[config.mk]
export PLATFORM = sky130hd
export DESIGN_NAME = ext_access_serializer_flat
export DESIGN_NICKNAME = d
export VERILOG_FILES = /design/src/rtl/ext_access_serializer_pkg.sv /design/src/rtl/ext_access_serializer_if.sv /design/src/rtl/ext_access_serializer_picker.sv /design/src/rtl/ext_access_serializer.sv /design/src/flat_wrapper.sv
export SDC_FILE = /design/constraint.sdc
export NUM_CORES = 1
export LEC_CHECK = 0
export CAP_MARGIN = 40
export CORE_AREA = 4 4 536 538
export CTS_BUF_LIST = sky130_fd_sc_hd__clkbuf_2 sky130_fd_sc_hd__clkbuf_4 sky130_fd_sc_hd__clkbuf_8
export CTS_CLUSTER_SIZE = 40
export DETAILED_ROUTE_END_ITERATION = 6
export DIE_AREA = 0 0 540 542
export PLACE_DENSITY = 0.32
export SLEW_MARGIN = 30
export SYNTH_ARGS = -nofsm -noshare
export SYNTH_HDL_FRONTEND = slang
export SYNTH_SLANG_ARGS = --single-unit
[constraint.sdc]
create_clock -name clk -period 59.6 [get_ports clk]
set_input_delay 5.96 -clock clk [delete_from_list [all_inputs] [get_ports clk]]
set_output_delay 5.96 -clock clk [all_outputs]
set_load 0.01 [all_outputs]
[src/rtl/ext_access_serializer_pkg.sv]
// ext_access_pkg: FSM states, op encoding and default widths shared with the tile buffer.
package ext_access_pkg;
    typedef enum logic [1:0] {IDLE, RD_WAIT, WR_WAIT, DONE} state_t;
    typedef enum logic {OP_READ, OP_WRITE} op_t;
    localparam int DEF_NUM_REQUESTERS = 8;
    localparam int DEF_ADDR_BITS = 11;
    localparam int DEF_DATA_WIDTH = 64;
endpackage

[src/rtl/ext_access_serializer_if.sv]
// ext_access_serializer_if: requester-side and global-memory-side signals of the serializer.
interface ext_access_serializer_if import ext_access_pkg::*; #(
    parameter int NUM_REQUESTERS = DEF_NUM_REQUESTERS,
    parameter int ADDR_BITS = DEF_ADDR_BITS,
    parameter int DATA_WIDTH = DEF_DATA_WIDTH,
    parameter int IDX_BITS = $clog2(NUM_REQUESTERS)
) ();
    logic [NUM_REQUESTERS-1:0] req_read_valid;
    logic [NUM_REQUESTERS-1:0][ADDR_BITS-1:0] req_read_address;
    logic [NUM_REQUESTERS-1:0] req_write_valid;
    logic [NUM_REQUESTERS-1:0][ADDR_BITS-1:0] req_write_address;
    logic [NUM_REQUESTERS-1:0][DATA_WIDTH-1:0] req_write_data;
    logic [NUM_REQUESTERS-1:0] req_read_ready;
    logic [NUM_REQUESTERS-1:0][DATA_WIDTH-1:0] req_read_data;
    logic [NUM_REQUESTERS-1:0] req_write_ready;
    logic mem_read_valid;
    logic [ADDR_BITS-1:0] mem_read_address;
    logic mem_read_ready;
    logic [DATA_WIDTH-1:0] mem_read_data;
    logic mem_write_valid;
    logic [ADDR_BITS-1:0] mem_write_address;
    logic [DATA_WIDTH-1:0] mem_write_data;
    logic mem_write_ready;
    logic busy;
    logic [IDX_BITS-1:0] active_requester;
    modport master (
        input req_read_valid, req_read_address, req_write_valid, req_write_address, req_write_data,
        input mem_read_ready, mem_read_data, mem_write_ready,
        output req_read_ready, req_read_data, req_write_ready,
        output mem_read_valid, mem_read_address, mem_write_valid, mem_write_address, mem_write_data,
        output busy, active_requester
    );
    modport slave (
        output req_read_valid, req_read_address, req_write_valid, req_write_address, req_write_data,
        output mem_read_ready, mem_read_data, mem_write_ready,
        input req_read_ready, req_read_data, req_write_ready,
        input mem_read_valid, mem_read_address, mem_write_valid, mem_write_address, mem_write_data,
        input busy, active_requester
    );
endinterface

[src/rtl/ext_access_serializer_picker.sv]
// rr_priority_picker: first set request bit searching upward from last+1, wrapping.
module rr_priority_picker #(
    parameter int N = 8,
    parameter int IDX_BITS = $clog2(N)
) (
    input  logic [N-1:0]        req,
    input  logic [IDX_BITS-1:0] last,
    output logic [IDX_BITS-1:0] grant,
    output logic                any_grant
);
    logic [IDX_BITS-1:0] k;
    // Walk from farthest to nearest so the nearest set bit is the final assignment.
    always_comb begin
        grant = '0;
        k = '0;
        for (int i = N; i >= 1; i--) begin
            k = IDX_BITS'((int'(last) + i) % N);
            if (req[k]) grant = k;
        end
    end
    assign any_grant = |req;
endmodule

[src/rtl/ext_access_serializer.sv]
// ext_access_serializer: round-robin serializer of per-lane external reads/writes
// onto a single global-memory port, one transaction at a time.
module ext_access_serializer import ext_access_pkg::*; #(
    parameter int NUM_REQUESTERS = DEF_NUM_REQUESTERS,
    parameter int ADDR_BITS = DEF_ADDR_BITS,
    parameter int DATA_WIDTH = DEF_DATA_WIDTH
) (
    input logic clk,
    input logic reset,
    ext_access_serializer_if.master bus
);
    localparam int IDX_BITS = $clog2(NUM_REQUESTERS);
    state_t state, state_nx;
    op_t op;
    logic [IDX_BITS-1:0] idx, rr_last, grant;
    logic any_grant;
    logic [ADDR_BITS-1:0] addr;
    logic [DATA_WIDTH-1:0] wdata;
    logic [NUM_REQUESTERS-1:0] cooldown, pending;
    logic [NUM_REQUESTERS-1:0][DATA_WIDTH-1:0] rdata;

    // The lane that just completed is masked for one IDLE cycle so its still-held valid is not re-issued.
    assign pending = (bus.req_read_valid | bus.req_write_valid) & ~cooldown;

    rr_priority_picker #(.N(NUM_REQUESTERS), .IDX_BITS(IDX_BITS)) picker (
        .req(pending), .last(rr_last), .grant(grant), .any_grant(any_grant)
    );

    always_ff @(posedge clk or posedge reset)
        if (reset) state <= IDLE;
        else state <= state_nx;

    always_comb begin
        state_nx = state;
        unique case (state)
            IDLE:    if (any_grant) state_nx = bus.req_write_valid[grant] ? WR_WAIT : RD_WAIT;
            RD_WAIT: if (bus.mem_read_ready) state_nx = DONE;
            WR_WAIT: if (bus.mem_write_ready) state_nx = DONE;
            DONE:    state_nx = IDLE;
        endcase
    end

    always_ff @(posedge clk or posedge reset)
        if (reset) begin
            idx <= '0;
            op <= OP_READ;
            addr <= '0;
            wdata <= '0;
            rr_last <= IDX_BITS'(NUM_REQUESTERS - 1);
            cooldown <= '0;
            rdata <= '0;
        end else begin
            if (state == IDLE) begin
                cooldown <= '0;
                if (any_grant) begin
                    idx <= grant;
                    op <= bus.req_write_valid[grant] ? OP_WRITE : OP_READ;
                    addr <= bus.req_write_valid[grant] ? bus.req_write_address[grant] : bus.req_read_address[grant];
                    wdata <= bus.req_write_data[grant];
                end
            end
            if (state == RD_WAIT && bus.mem_read_ready) rdata[idx] <= bus.mem_read_data;
            if (state == DONE) begin
                rr_last <= idx;
                cooldown <= NUM_REQUESTERS'(1) << idx;
            end
        end

    assign bus.busy = state != IDLE;
    assign bus.active_requester = bus.busy ? idx : '0;
    assign bus.mem_read_valid = state == RD_WAIT;
    assign bus.mem_read_address = bus.mem_read_valid ? addr : '0;
    assign bus.mem_write_valid = state == WR_WAIT;
    assign bus.mem_write_address = bus.mem_write_valid ? addr : '0;
    assign bus.mem_write_data = bus.mem_write_valid ? wdata : '0;
    assign bus.req_read_ready = (state == DONE && op == OP_READ) ? NUM_REQUESTERS'(1) << idx : '0;
    assign bus.req_write_ready = (state == DONE && op == OP_WRITE) ? NUM_REQUESTERS'(1) << idx : '0;
    assign bus.req_read_data = rdata;
endmodule
[src/flat_wrapper.sv]
// flat-port wrapper written by rule: the top's interface ports become plain ports
module ext_access_serializer_flat import ext_access_pkg::*;
#(
    parameter int NUM_REQUESTERS = DEF_NUM_REQUESTERS,
    parameter int ADDR_BITS = DEF_ADDR_BITS,
    parameter int DATA_WIDTH = DEF_DATA_WIDTH
)
  (clk, reset, bus_req_read_valid, bus_req_read_address, bus_req_write_valid, bus_req_write_address, bus_req_write_data, bus_mem_read_ready, bus_mem_read_data, bus_mem_write_ready, bus_req_read_ready, bus_req_read_data, bus_req_write_ready, bus_mem_read_valid, bus_mem_read_address, bus_mem_write_valid, bus_mem_write_address, bus_mem_write_data, bus_busy, bus_active_requester);
  ext_access_serializer_if #(.NUM_REQUESTERS(NUM_REQUESTERS), .ADDR_BITS(ADDR_BITS), .DATA_WIDTH(DATA_WIDTH)) bus_i ();
  input logic clk;
  input logic reset;
  input wire logic [$bits(bus_i.req_read_valid)-1:0] bus_req_read_valid;
  input wire logic [$bits(bus_i.req_read_address)-1:0] bus_req_read_address;
  input wire logic [$bits(bus_i.req_write_valid)-1:0] bus_req_write_valid;
  input wire logic [$bits(bus_i.req_write_address)-1:0] bus_req_write_address;
  input wire logic [$bits(bus_i.req_write_data)-1:0] bus_req_write_data;
  input wire logic [$bits(bus_i.mem_read_ready)-1:0] bus_mem_read_ready;
  input wire logic [$bits(bus_i.mem_read_data)-1:0] bus_mem_read_data;
  input wire logic [$bits(bus_i.mem_write_ready)-1:0] bus_mem_write_ready;
  output wire logic [$bits(bus_i.req_read_ready)-1:0] bus_req_read_ready;
  output wire logic [$bits(bus_i.req_read_data)-1:0] bus_req_read_data;
  output wire logic [$bits(bus_i.req_write_ready)-1:0] bus_req_write_ready;
  output wire logic [$bits(bus_i.mem_read_valid)-1:0] bus_mem_read_valid;
  output wire logic [$bits(bus_i.mem_read_address)-1:0] bus_mem_read_address;
  output wire logic [$bits(bus_i.mem_write_valid)-1:0] bus_mem_write_valid;
  output wire logic [$bits(bus_i.mem_write_address)-1:0] bus_mem_write_address;
  output wire logic [$bits(bus_i.mem_write_data)-1:0] bus_mem_write_data;
  output wire logic [$bits(bus_i.busy)-1:0] bus_busy;
  output wire logic [$bits(bus_i.active_requester)-1:0] bus_active_requester;
  assign bus_i.req_read_valid = bus_req_read_valid;
  assign bus_i.req_read_address = bus_req_read_address;
  assign bus_i.req_write_valid = bus_req_write_valid;
  assign bus_i.req_write_address = bus_req_write_address;
  assign bus_i.req_write_data = bus_req_write_data;
  assign bus_i.mem_read_ready = bus_mem_read_ready;
  assign bus_i.mem_read_data = bus_mem_read_data;
  assign bus_i.mem_write_ready = bus_mem_write_ready;
  assign bus_req_read_ready = bus_i.req_read_ready;
  assign bus_req_read_data = bus_i.req_read_data;
  assign bus_req_write_ready = bus_i.req_write_ready;
  assign bus_mem_read_valid = bus_i.mem_read_valid;
  assign bus_mem_read_address = bus_i.mem_read_address;
  assign bus_mem_write_valid = bus_i.mem_write_valid;
  assign bus_mem_write_address = bus_i.mem_write_address;
  assign bus_mem_write_data = bus_i.mem_write_data;
  assign bus_busy = bus_i.busy;
  assign bus_active_requester = bus_i.active_requester;
  ext_access_serializer #(.NUM_REQUESTERS(NUM_REQUESTERS), .ADDR_BITS(ADDR_BITS), .DATA_WIDTH(DATA_WIDTH)) u_core (.clk(clk), .reset(reset), .bus(bus_i));
endmodule
* After elaboration in Yosys (flattened, before gate mapping)
Index checks and enable logic that the tools add are counted.
Storage, ports and cells: register bits after elaboration 604, output and inout port bits 620, word-level logic and storage cells 105, bits of input ports 772
Cells by class: equality and inequality tests 6, shift operators 1, magnitude comparators 11, $add $sub $neg 8, reductions and logical operators 10, muxes and demuxes 50, bitwise logic cells 4
Operators with widths (number):
- $bwmux 512 | 1
- $bmux 64 s3 | 1
- $demux 64 s3 | 1
- $mux 64 | 3
- $bmux 11 s3 | 2
- $mux 11 | 5
- $lt 3x4->1 const B | 10
- $mux 8 | 4
- $bmux 1 s3 | 9
- $mux 3 | 9
- $add 3x3->3 const B | 4
- $mux 1 | 10
- $and 8x8->8 | 1
- $mux 2 | 4
- $not 8->8 | 1
- $or 8x8->8 | 1
- $pmux 2 s4 | 1
- $reduce_or 8->1 | 1
- $shl 1x3->8 const A | 1
- $add 3x1->3 const B | 2
- $add 3x2->3 const B | 2
- $eq 2x2->1 const B | 2
- $logic_and 1x1->1 | 4
- $ne 2x2->1 const B | 2
- other kinds (8) | 9

* Longest topological paths before layout
depth in word-level cells 17, mapped depth 18, mapped depth without buffers 12

* Cells and area by module
From an unflattened synthesis, not the netlist that was laid out.
Second synthesis, totals: cells, all modules 1948, area, all modules 29120.4 um2
Modules (own cells, without submodules):
- ext_access_serializer | times used 1, cells each 1849, sequential area each 15118.2 um2, area each 28299.6 um2
- rr_priority_picker | times used 1, cells each 99, sequential area each 0.0 um2, area each 820.8 um2

* Worst setup path before layout
Ideal clock, no wire load.
path type in2reg, from input port bus_req_write_valid[0], to register u_core.wdata[0], slack 50939 ps, data required time 59474 ps, library setup time 126 ps, path buffers 2, arrival time 8534 ps, stages on the path 11, cells stage by stage o21bai_1 -> mux4_2 -> mux2i_1 -> o21ba_2 -> nand4b_1 -> a32oi_4 -> buf_2 -> buf_2 -> mux2i_1 -> a21oi_1 -> a221o_1
On the way: longest elaborated chain between the ends 14, elaborated cells on any way between the ends 30, those cells by class mux (26); bitwise (2); reduce/logical (2)
Ends and longest elaborated chain:
- start, declared | RTL line flat_wrapper.sv:14 | input wire logic [$bits(bus_i.req_write_valid)-1:0] bus_req_write_valid;
- $or 8x8->8 (*) | RTL line ext_access_serializer.sv:23 | assign pending = (bus.req_read_valid | bus.req_write_valid) & ~cooldown;
- $and 8x8->8 (*) | RTL line ext_access_serializer.sv:23
- $bmux 1 s3 | RTL line ext_access_serializer_picker.sv:18 | if (req[k]) grant = k;
- $mux 1 (not written as such) | RTL line ext_access_serializer_picker.sv:18
- $mux 3 (8 in a row) | RTL line ext_access_serializer_picker.sv:18
- $bmux 64 s3 | RTL line ext_access_serializer.sv:59 | wdata <= bus.req_write_data[grant];
- $mux 64 (not written as such) | RTL line ext_access_serializer.sv:59
- end signal, assigned | RTL line ext_access_serializer.sv:59
- end, declared | RTL line ext_access_serializer.sv:18 | logic [DATA_WIDTH-1:0] wdata;
Mark *: on every way between the ends. The rest lies on a longest branch, timed or not. The select of a mux whose other input is x is not followed. A chain may end at the register's enable or synchronous reset.

* Worst setup path after layout
from input port bus_req_write_valid[2], to register u_core.wdata[30]
The elaborated chain is that of the path after synthesis.

==> summary.txt <==
Global route
  • Total track usage: 0.1422
  • Initial antenna violation count: 64
  • Largest net degree at the start of global routing: 179
  • First-pass GRT wire length: 287.9 mm
  • Grt ovf: 0
  • Vias in the first global route: 30000

Critical path
  • Startpoint types: input pin
  • Crit. End Element: flop
  • Worst path arrival time: 11.55 ns
  • Critical path required time: 60.34 ns
  • WS Path Type: input pin to flop
  • Critical-path maximum fanout: 178

Route
  • ANT nets after route: 0
  • First-pass iteration count of the detailed router: 5
  • Final WL: 218.3 mm
  • Vias: 28080
  • DRC errors left: 0
  • Vias per Instance: 3.595
  • Starting DRT DRC Count: 1383
  • WL/cell: 27.94 um

STA
  • RSZ-0062 raised after global routing: no
  • Worst setup skew after layout: 0.08969 ns
  • Period utilization: 0.1815
  • Fin crit period: 10.82 ns
  • Max_slew headroom: 0.3446
  • Worst Tran Pin Value: 0.9832 ns
  • Setup TNS: 0 ns
  • Max Slew Vio Count: 0
  • Final count of hold timing violations: 0
  • Fmax: 92.45 MHz
  • Setup-failing EPs final: 0

Layout
  • Fill cells: 31190
  • Final net count: 4733
  • Area delta synth->final: 69.88%
  • Layout cells sized above 1: 0.2227

Synth
  • Synth Area in XOR/XNOR: 0.002081
  • Yosys top cell by area: dfrtp_1
  • Post-synthesis sequential element count: 604
  • Primary FF master, synth: dfrtp_1
  • Post-Syn Area per Cell: 12.00 um2
  • Unique cell type count in the Yosys netlist: 73
  • Syn Nets: 3334
  • Syn. warnings: 0
  • Share of flip-flops with an asynchronous set or reset: 1.000
  • Adder-Cell Fraction of Synth Area: 0.002448
  • Mapped Cells: 2556
  • Largest family of logic cells by synthesized area: multiplexers
  • Mux contribution to synthesized area: 0.2443
  • Simple-gate area share of the yosys netlist: 0.09905
  • Cell area after synthesis: 0.03067 mm2
  • Post-synth EDFFs: 0
  • Sequential cell area fraction in the yosys report: 0.4929
  • Compound-Gate Fraction of Synth Area: 0.1251
  • Largest cells by area after synthesis: dfrtp_1 (49%), mux2_2 (19%), and2_1 (4.3%), mux2i_1 (4.3%), a211oi_1 (3.2%)
  • Post-synth top area share: 0.4904

Floorplan
  • I/O Pins: 1392
  • Core box area: 0.2820 mm2
  • Die area: 0.2927 mm2
  • Num rows: 195
  • Initial Util: 0.1087
  • Die span in y: 542 um
  • Die W: 540 um

Power
  • Leak: 20.31 nW
  • Peak VDD IR: 0.00008484 V
  • Power per cell area: 59.17 mW/mm2
  • Tot Pwr: 3.083 mW

Clock network
  • CTS max path bufs: 4
  • Htree depth: 4
  • Clock sinks: 604
  • Post-CTS Setup Bufs: 0
  • CTS buffer count: 138
  • CTS root buf: clkbuf_8
  • Hold Buf Count CTS: 0
  • Clock slew at reported path FFs: 0.05 ns
  • Skew-Pair Late Insertion Delay: 0.88 ns
  • # resized after CTS: 0
  • CTS tree: yes

Min path
  • Worst hold path class: flop to flop

Place
  • DP HPWL: 172.3 mm
  • PortBufs: 1391
  • RD Place Congestion: 0.8284

Run status
  • Status: finished clean

Flow run
  • Max-cap check violation count: 0
==> layer usage <==
layer / wire [um] / track usage / vias up / part of all wire
li1: - / - / 12340 / -
met1: 84070 / 0.1590 / 14170 / 0.39
met2: 106800 / 0.2461 / 1291 / 0.49
met3: 22570 / 0.06499 / 266 / 0.10
met4: 4683 / 0.03225 / 24 / 0.021
met5: 138 / 0 / - / 0.00063
==> synthesized netlist by cell type, drive strengths merged, types with 11 or more instances <==
cell type,count
a211oi,131
a21oi,70
a221o,75
a311oi,65
a31oi,23
a32oi,14
and2,216
buf,80
clkbuf,129
dfrtp,601
mux2,525
mux2i,131
mux4,12
nand2,181
nand3,31
nand3b,15
nor2,50
nor3b,26
o211ai,22
o21ai,31
o22ai,11
o31ai,11
==> cell families (layout without fill, tap and decap cells) <==
group                    Yosys count  count (layout)
multiplexers                     668             668
buffers and inverters            219            1704
XOR/XNOR                           3               3
other                              0              28
flip-flops                       604             604
AO/OA/AOI/OAI                    492             492
adder cells (fa/ha/maj)            6               6
AND/OR/NAND/NOR                  564             564
==> worst max-delay path, cell delays in order <==
cell	delay (ns)
clkdlybuf4s50_1	0.40
buf_4	0.24
o21bai_1	0.67
mux4_2	0.37
mux2i_1	0.17
o21ba_2	0.33
nand3_1	0.13
o31ai_4	0.28
buf_4	0.56
buf_4	0.70
buf_12	0.59
a211oi_1	0.18
a311oi_1	0.52
a221o_1	0.18
==> placed cells by master (no fill, tap or decap), types with 12 or more instances in the layout <==
cell / Yosys / routed
nor2_1: 48 / 39
o211ai_1: 22 / 22
o21ai_0: 30 / 26
a311oi_1: 64 / 63
and2_1: 211 / 211
a21oi_1: 69 / 69
mux4_2: 12 / 12
clkbuf_8: 0 / 164
clkdlybuf4s50_1: 0 / 1391
nand3_1: 31 / 31
clkbuf_4: 0 / 44
a211oi_1: 131 / 130
a31oi_1: 23 / 23
nor3b_1: 16 / 16
buf_4: 19 / 49
nand2_1: 180 / 180
a32oi_1: 13 / 13
dfrtp_1: 601 / 601
mux2i_1: 131 / 129
nand3b_1: 15 / 15
diode_2: 0 / 28
mux2_2: 525 / 525
a221o_1: 75 / 75
==> power by group <==
part	internal (mW)	switching (mW)	leakage, nW
sequential	0.587	0.112	7.72
combinational	0.810	1.07	11.1
clock	0.284	0.217	1.48
total	1.68	1.40	20.3
==> sequential cells by signal, summed over array words and instances, names as in the netlist <==
signal,count
u_core.cooldown,8
u_core.bus.req_read_data,512
u_core.idx,3
u_core.addr,11
u_core.op,1
u_core.rr_last,3
u_core.state,2
u_core.wdata,64
==> final timing paths <==
check / from / endpoint / slack, ns / depth (start not counted)
setup / recovery: bus_req_write_valid[2] / u_core.wdata[30] / 48.78 / 14
hold / removal: u_core.cooldown[5] / u_core.cooldown[5] / 0.49 / 2
setup reg to reg: u_core.rr_last[0] / u_core.wdata[30] / 53.07 / 13
hold reg to reg: u_core.cooldown[5] / u_core.cooldown[5] / 0.49 / 2
max in group asynchronous: reset / u_core.bus.req_read_data[1] / 50.02 / 9
min in group asynchronous: reset / u_core.wdata[26] / 5.59 / 2
==> per-stage QoR <==
stage	instance area [um2]	worst slack, ns	instances	utilization	hold slack [ns]
finish	52100	48.78	7812	0.1847	0.4922
global route	52080	48.56	7802	0.1846	0.5116
CTS	51940	48.53	7779	0.1842	0.4987
detailed placement	49170	47.53	7553	0.1743	0.4906
global placement	48840	47.43	7535	0.1732	0.4844
floorplan	30670	36.74	2556	-	0.4522
==> final cells by class <==
cell class,instances,area (um2),share of cell area
inverter,10,45.04,0.0008645
sequential,604,15120,0.2902
antenna,28,70.07,0.001345
timing repair buffer,1468,14770,0.2835
clock inverter,19,195.2,0.003746
tap,3743,4683,0.08989
clock buffer,207,2580,0.04952
multi-input combinational,1733,14640,0.2809
Power figures use the tool's default switching activity.
